$ cat src/rtl/line_rasterizer_pkg.sv
// Shared types and constants for the line rasterizer and its step datapath.
package line_rasterizer_pkg;

  typedef struct packed {
    logic [9:0] x;
    logic [9:0] y;
  } screenXY;

  typedef logic [2:0] color_t;

  typedef enum logic [1:0] {IDLE, SETUP, DRAW} line_state_t;

  // Default visible screen size; the top-level parameters default to these.
  localparam int SCREEN_W_DEF = 640;
  localparam int SCREEN_H_DEF = 480;

endpackage

$ cat src/rtl/line_rasterizer_step.sv
// line_step: one combinational Bresenham step (next point and next error term).
module line_step
  import line_rasterizer_pkg::*;
(
  input  screenXY            i_cur,
  input  logic signed [11:0] i_err,
  input  logic signed [11:0] i_dx,
  input  logic signed [11:0] i_dy,
  input  logic               i_sx_pos,
  input  logic               i_sy_pos,
  output screenXY            o_nxt,
  output logic signed [11:0] o_err
);

  logic signed [12:0] w_e2;
  logic signed [12:0] w_dx13;
  logic signed [12:0] w_dy13;
  logic               w_step_x;
  logic               w_step_y;

  assign w_e2     = $signed({i_err, 1'b0});
  assign w_dx13   = {i_dx[11], i_dx};
  assign w_dy13   = {i_dy[11], i_dy};
  assign w_step_x = (w_e2 >= w_dy13);
  assign w_step_y = (w_e2 <= w_dx13);

  // Apply the x and/or y move; both may fire in the same step on diagonals.
  always_comb begin
    o_nxt = i_cur;
    o_err = i_err;
    if (w_step_x) begin
      o_err   = o_err + i_dy;
      o_nxt.x = i_sx_pos ? i_cur.x + 10'd1 : i_cur.x - 10'd1;
    end
    if (w_step_y) begin
      o_err   = o_err + i_dx;
      o_nxt.y = i_sy_pos ? i_cur.y + 10'd1 : i_cur.y - 10'd1;
    end
  end

endmodule

$ cat src/rtl/line_rasterizer.sv
// line_rasterizer: Bresenham line drawer, one pixel write per accepted beat.
// Optional macro LINE_CLIP_EN: off-screen points are stepped over silently.
module line_rasterizer
  import line_rasterizer_pkg::*;
#(
  parameter int SCREEN_W = SCREEN_W_DEF,
  parameter int SCREEN_H = SCREEN_H_DEF
) (
  input  logic    Clk,
  input  logic    Reset,
  input  logic    cmd_valid,
  output logic    cmd_ready,
  input  screenXY cmd_p0,
  input  screenXY cmd_p1,
  input  color_t  cmd_color,
  output logic    pix_valid,
  input  logic    pix_ready,
  output screenXY pix_coords,
  output color_t  pix_color,
  output logic    busy
);

`ifdef LINE_CLIP_EN
  localparam bit CLIP_EN = 1'b1;
`else
  localparam bit CLIP_EN = 1'b0;
`endif
  localparam logic [10:0] LIM_W = 11'(SCREEN_W);
  localparam logic [10:0] LIM_H = 11'(SCREEN_H);

  line_state_t        r_state;
  screenXY            r_cur;
  screenXY            r_p1;
  color_t             r_color;
  logic signed [11:0] r_dx;
  logic signed [11:0] r_dy;
  logic signed [11:0] r_err;
  logic               r_sx_pos;
  logic               r_sy_pos;
  logic               r_pix_valid;

  logic signed [11:0] w_dx_raw;
  logic signed [11:0] w_dy_raw;
  logic signed [11:0] w_dx_abs;
  logic signed [11:0] w_dy_neg;
  screenXY            w_nxt;
  logic signed [11:0] w_nerr;
  logic               w_cur_vis;
  logic               w_nxt_vis;
  logic               w_last;
  logic               w_adv;

  // Setup deltas: r_cur holds p0 during SETUP.
  assign w_dx_raw = $signed({2'b00, r_p1.x}) - $signed({2'b00, r_cur.x});
  assign w_dy_raw = $signed({2'b00, r_p1.y}) - $signed({2'b00, r_cur.y});
  assign w_dx_abs = (w_dx_raw < 0) ? -w_dx_raw : w_dx_raw;
  assign w_dy_neg = (w_dy_raw < 0) ? w_dy_raw : -w_dy_raw;

  line_step u_step (
    .i_cur    (r_cur),
    .i_err    (r_err),
    .i_dx     (r_dx),
    .i_dy     (r_dy),
    .i_sx_pos (r_sx_pos),
    .i_sy_pos (r_sy_pos),
    .o_nxt    (w_nxt),
    .o_err    (w_nerr)
  );

  // Visibility is always true when clipping is compiled out.
  assign w_cur_vis = !CLIP_EN || (({1'b0, r_cur.x} < LIM_W) && ({1'b0, r_cur.y} < LIM_H));
  assign w_nxt_vis = !CLIP_EN || (({1'b0, w_nxt.x} < LIM_W) && ({1'b0, w_nxt.y} < LIM_H));
  assign w_last    = (r_cur == r_p1);
  // A presented point advances on handshake; a hidden (clipped) point advances unconditionally.
  assign w_adv     = (r_state == DRAW) && (r_pix_valid ? pix_ready : 1'b1);

  assign cmd_ready  = (r_state == IDLE);
  assign busy       = (r_state != IDLE);
  assign pix_valid  = r_pix_valid;
  assign pix_coords = r_cur;
  assign pix_color  = r_color;

  // Command FSM: latch, set up deltas, then walk the line one point per advance.
  always_ff @(posedge Clk or posedge Reset) begin
    if (Reset) begin
      r_state     <= IDLE;
      r_cur       <= '0;
      r_p1        <= '0;
      r_color     <= '0;
      r_dx        <= '0;
      r_dy        <= '0;
      r_err       <= '0;
      r_sx_pos    <= 1'b0;
      r_sy_pos    <= 1'b0;
      r_pix_valid <= 1'b0;
    end else begin
      case (r_state)
        IDLE: begin
          if (cmd_valid) begin
            r_cur   <= cmd_p0;
            r_p1    <= cmd_p1;
            r_color <= cmd_color;
            r_state <= SETUP;
          end
        end
        SETUP: begin
          r_dx        <= w_dx_abs;
          r_dy        <= w_dy_neg;
          r_err       <= w_dx_abs + w_dy_neg;
          r_sx_pos    <= (r_cur.x < r_p1.x);
          r_sy_pos    <= (r_cur.y < r_p1.y);
          r_pix_valid <= w_cur_vis;
          r_state     <= DRAW;
        end
        DRAW: begin
          if (w_adv) begin
            if (w_last) begin
              r_pix_valid <= 1'b0;
              r_state     <= IDLE;
            end else begin
              r_cur       <= w_nxt;
              r_err       <= w_nerr;
              r_pix_valid <= w_nxt_vis;
            end
          end
        end
        default: r_state <= IDLE;
      endcase
    end
  end

endmodule
$ cat config.mk
export PLATFORM = sky130hd
export DESIGN_NAME = line_rasterizer
export DESIGN_NICKNAME = d
export VERILOG_FILES = /design/src/rtl/line_rasterizer_pkg.sv /design/src/rtl/line_rasterizer_step.sv /design/src/rtl/line_rasterizer.sv
export SDC_FILE = /design/constraint.sdc
export NUM_CORES = 1
export LEC_CHECK = 0
export CORE_ASPECT_RATIO = 1.75
export CORE_MARGIN = 3
export CORE_UTILIZATION = 45
export CTS_CLUSTER_DIAMETER = 30
export CTS_CLUSTER_SIZE = 20
export DETAILED_ROUTE_END_ITERATION = 6
export PLACE_DENSITY_LB_ADDON = 0.25
export SLEW_MARGIN = 25
export SYNTH_ARGS = -nofsm -noshare
export SYNTH_HDL_FRONTEND = slang
export SYNTH_SLANG_ARGS = --single-unit
$ cat constraint.sdc
create_clock -name Clk -period 8.5 [get_ports Clk]
set_input_delay 1.7 -clock Clk [delete_from_list [all_inputs] [get_ports Clk]]
set_output_delay 1.7 -clock Clk [all_outputs]
set_load 0.01 [all_outputs]
==> metrics.txt <==
final worst-path cycle share a little under two thirds; Relative slew margins a little under two fifths; Final Hold Vio Count 0; port bufs a little over 70; CP most frequent cell o21ai_0; dominant synthesized flop cell dfrtp_1; synth cell count leaders 164 x nand2_1, 96 x ha_1, 84 x dfrtp_1, 81 x o21ai_0, 79 x inv_1; Placed Area between 8000 and 9000 µm²; FFs w/ async S/R, synth 100%; DR vias/cell between 5 and 6; critical path class reg2reg; delay-heaviest family, CP compound AO/OA/AOI/OAI gates; maximum number of pins on one net before global-route repair 54; f_max around 0.18 GHz; Synthesis Warnings 0; setup ws final between 3 and 4 ns; RSZ-0062 raised after global routing false; Synth Cell Area 7710 µm²; Syn Nets between 1000 and 1500; cts bufs inserted 9; slowest CP cell o21ai_0; nature of the critical path endpoint flop; first-pass detailed-route iteration total 4; clock tree buffer depth 2; CTS tree built; buffers plus inverters on the worst setup path 1; worst-margin pin slew 0.949 ns; R2R Path End r_err[11]; row count 62; Yosys reg bits 84; number of global-route vias before repair 7044; count leader, synth nand2_1; sequential fraction of the synthesis area between 20 and 30%; initial drt markers 290; clock latency on the worst-skew pair roughly 0.34 ns; Core Region roughly 17000 µm²; Post-DP HPWL around 16000 µm; top post-synthesis cells by area dfrtp_1 27%, ha_1 16%, nand2_1 8.0%; H-Tree Depth 3; DRC 0; crit path launch type flop; Max Slew Vio Count 0; Mean Syn Cell Area between 8 and 9 µm²; clock skew 0.00868 ns; setup violators final 0; Area Growth Syn to Fin 16.1%; CP peak stage delay roughly 0.58 ns; worst reg2reg setup slack roughly 3.1 ns; setup TNS 0 ns; Clock Tree Root clkbuf_16; Clock Pin Slew Worst Setup and Hold Paths 0.06 ns; gr usage total approximately 22%; Vias ~6800; Hold Path Stages 2; Final Wtd Congestion about 0.89; post-CTS setup buffers 0; Hold-fix buffers, CTS 0; Post-synth EDFFs 0; worst r2r src pix_coords[0]; Chip Width around 100 µm; worst hold path endpoint r_p1[16]; pre-CTS setup slack 3.16 ns; global-route wire length before repair 33900 µm; final WL 20300 µm; die height about 180 µm; number of library cell types mapped by synthesis 71; Sink Count 84; Hold Crit Start r_p1[16]; Synth area leader dfrtp_1; Max Cap Violations 0; # diodes 0; layout cells sized above 1 under 10%; Hold Path Class reg2reg; IO Pins 73; NumNets Final between 1000 and 1500; GRT Residual Overflow 0; starting density of the core a little under half; Req. time, crit path 8.71 ns; Filler cells between 1500 and 2000; cell breakdown of the critical path ha_1 > fa_1 > nand2b_1 > a211oi_1 > o31a_1 > o21a_1 > nor2_1 > o21ai_0 > inv_1 > ha_1 > a21o_1 > a21oi_1 > nor2b_1 > o21a_1 > o41ai_1 > o21ai_0 > o21ai_0 > nand2_1 > a32oi_1 > o211ai_1; outcome complete, no violations; Post-Synthesis Cells roughly 950; Finished Cell Area about 8900 µm²; Tmin final roughly 5.4 ns; Routed wire per std cell 16.5 µm; CP Max Fanout 11; initial antenna violation count 0; die area 18800 µm²; R2R cell count 20; post-synth top area share approximately 27%; ANT nets after route 0; # resized after CTS 0; CP arrival 5.62 ns
-- worst max path at each step --
stage	to	start	depth (start not counted)	slack, ns
after floorplan	r_err[9]	pix_coords[10]	21	3.88
after global routing	r_err[11]	pix_coords[10]	21	2.55
final	r_err[11]	pix_coords[0]	20	3.09
after global placement	r_err[9]	pix_coords[10]	21	3.25
after CTS	r_err[9]	pix_coords[0]	20	3.11
after detailed placement	r_err[9]	pix_coords[0]	20	3.16
-- registers in the layout, indices dropped and copies added, names as in the netlist --
| signal | count |
|---|---|
| pix_color | 3 |
| pix_coords | 20 |
| pix_valid | 1 |
| r_dx | 12 |
| r_dy | 12 |
| r_err | 12 |
| r_p1 | 20 |
| r_state | 2 |
| r_sx_pos | 1 |
| r_sy_pos | 1 |
-- kinds of logic after synthesis --
kind of cell | count (synthesis) | share of synthesized area (%)
flip-flops | 84 | 27.3
buffers and inverters | 112 | 5.52
AND/OR/NAND/NOR | 300 | 17.2
adder cells (fa/ha/maj) | 103 | 17.4
XOR/XNOR | 68 | 7.92
multiplexers | 19 | 2.61
AO/OA/AOI/OAI | 260 | 22.0
-- cells in the final DEF, fill, tap and decap left out, types with 14 or more instances in the layout --
master	instances
a21o_1	20
a21oi_1	54
clkdlybuf4s50_1	72
dfrtp_1	84
ha_1	96
inv_1	78
nand2_1	164
nor2_1	51
nor3_1	14
o21a_1	17
o21ai_0	81
xnor2_1	50
xor2_1	16
-- cell type report --
class	instances	area [µm²]	area share, %
multi-input combinational	750	5190	58.0
sequential	84	2100	23.5
timing repair buffer	79	773	8.64
inverter	79	298	3.33
tap	224	280	3.13
clock buffer	10	229	2.56
clock inverter	5	77.6	0.867
-- worst register-to-register path: cells and delay by family, from the launching register on --
family,cells,cell delay (ns)
buf+inv,1,0.11
simple gates,4,0.46
flops,1,0.45
compound gates,12,3.30
fa+ha+maj,3,0.96
-- metal layers --
metal	up-vias	part of all wire (%)	global-route usage, %
met1	3212	38	23.3
met3	57	3.1	2.99
met2	132	53	43.1
met5	-	0	0
li1	3430	-	-
met4	0	5.2	12.1
-- through the flow --
step / std cells / utilization (%) / hold slack (ns)
3_3_place_gp: 1216 / 52.0 / 0.459
2_1_floorplan: 946 / - / 0.449
4_1_cts: 1231 / 53.9 / 0.483
6_report: 1231 / 53.9 / 0.476
3_5_place_dp: 1216 / 52.0 / 0.466
5_1_grt: 1231 / 53.9 / 0.496
Power is not shown: default switching activity piles up to over one toggle a cycle in this logic, so the estimate is an artifact.
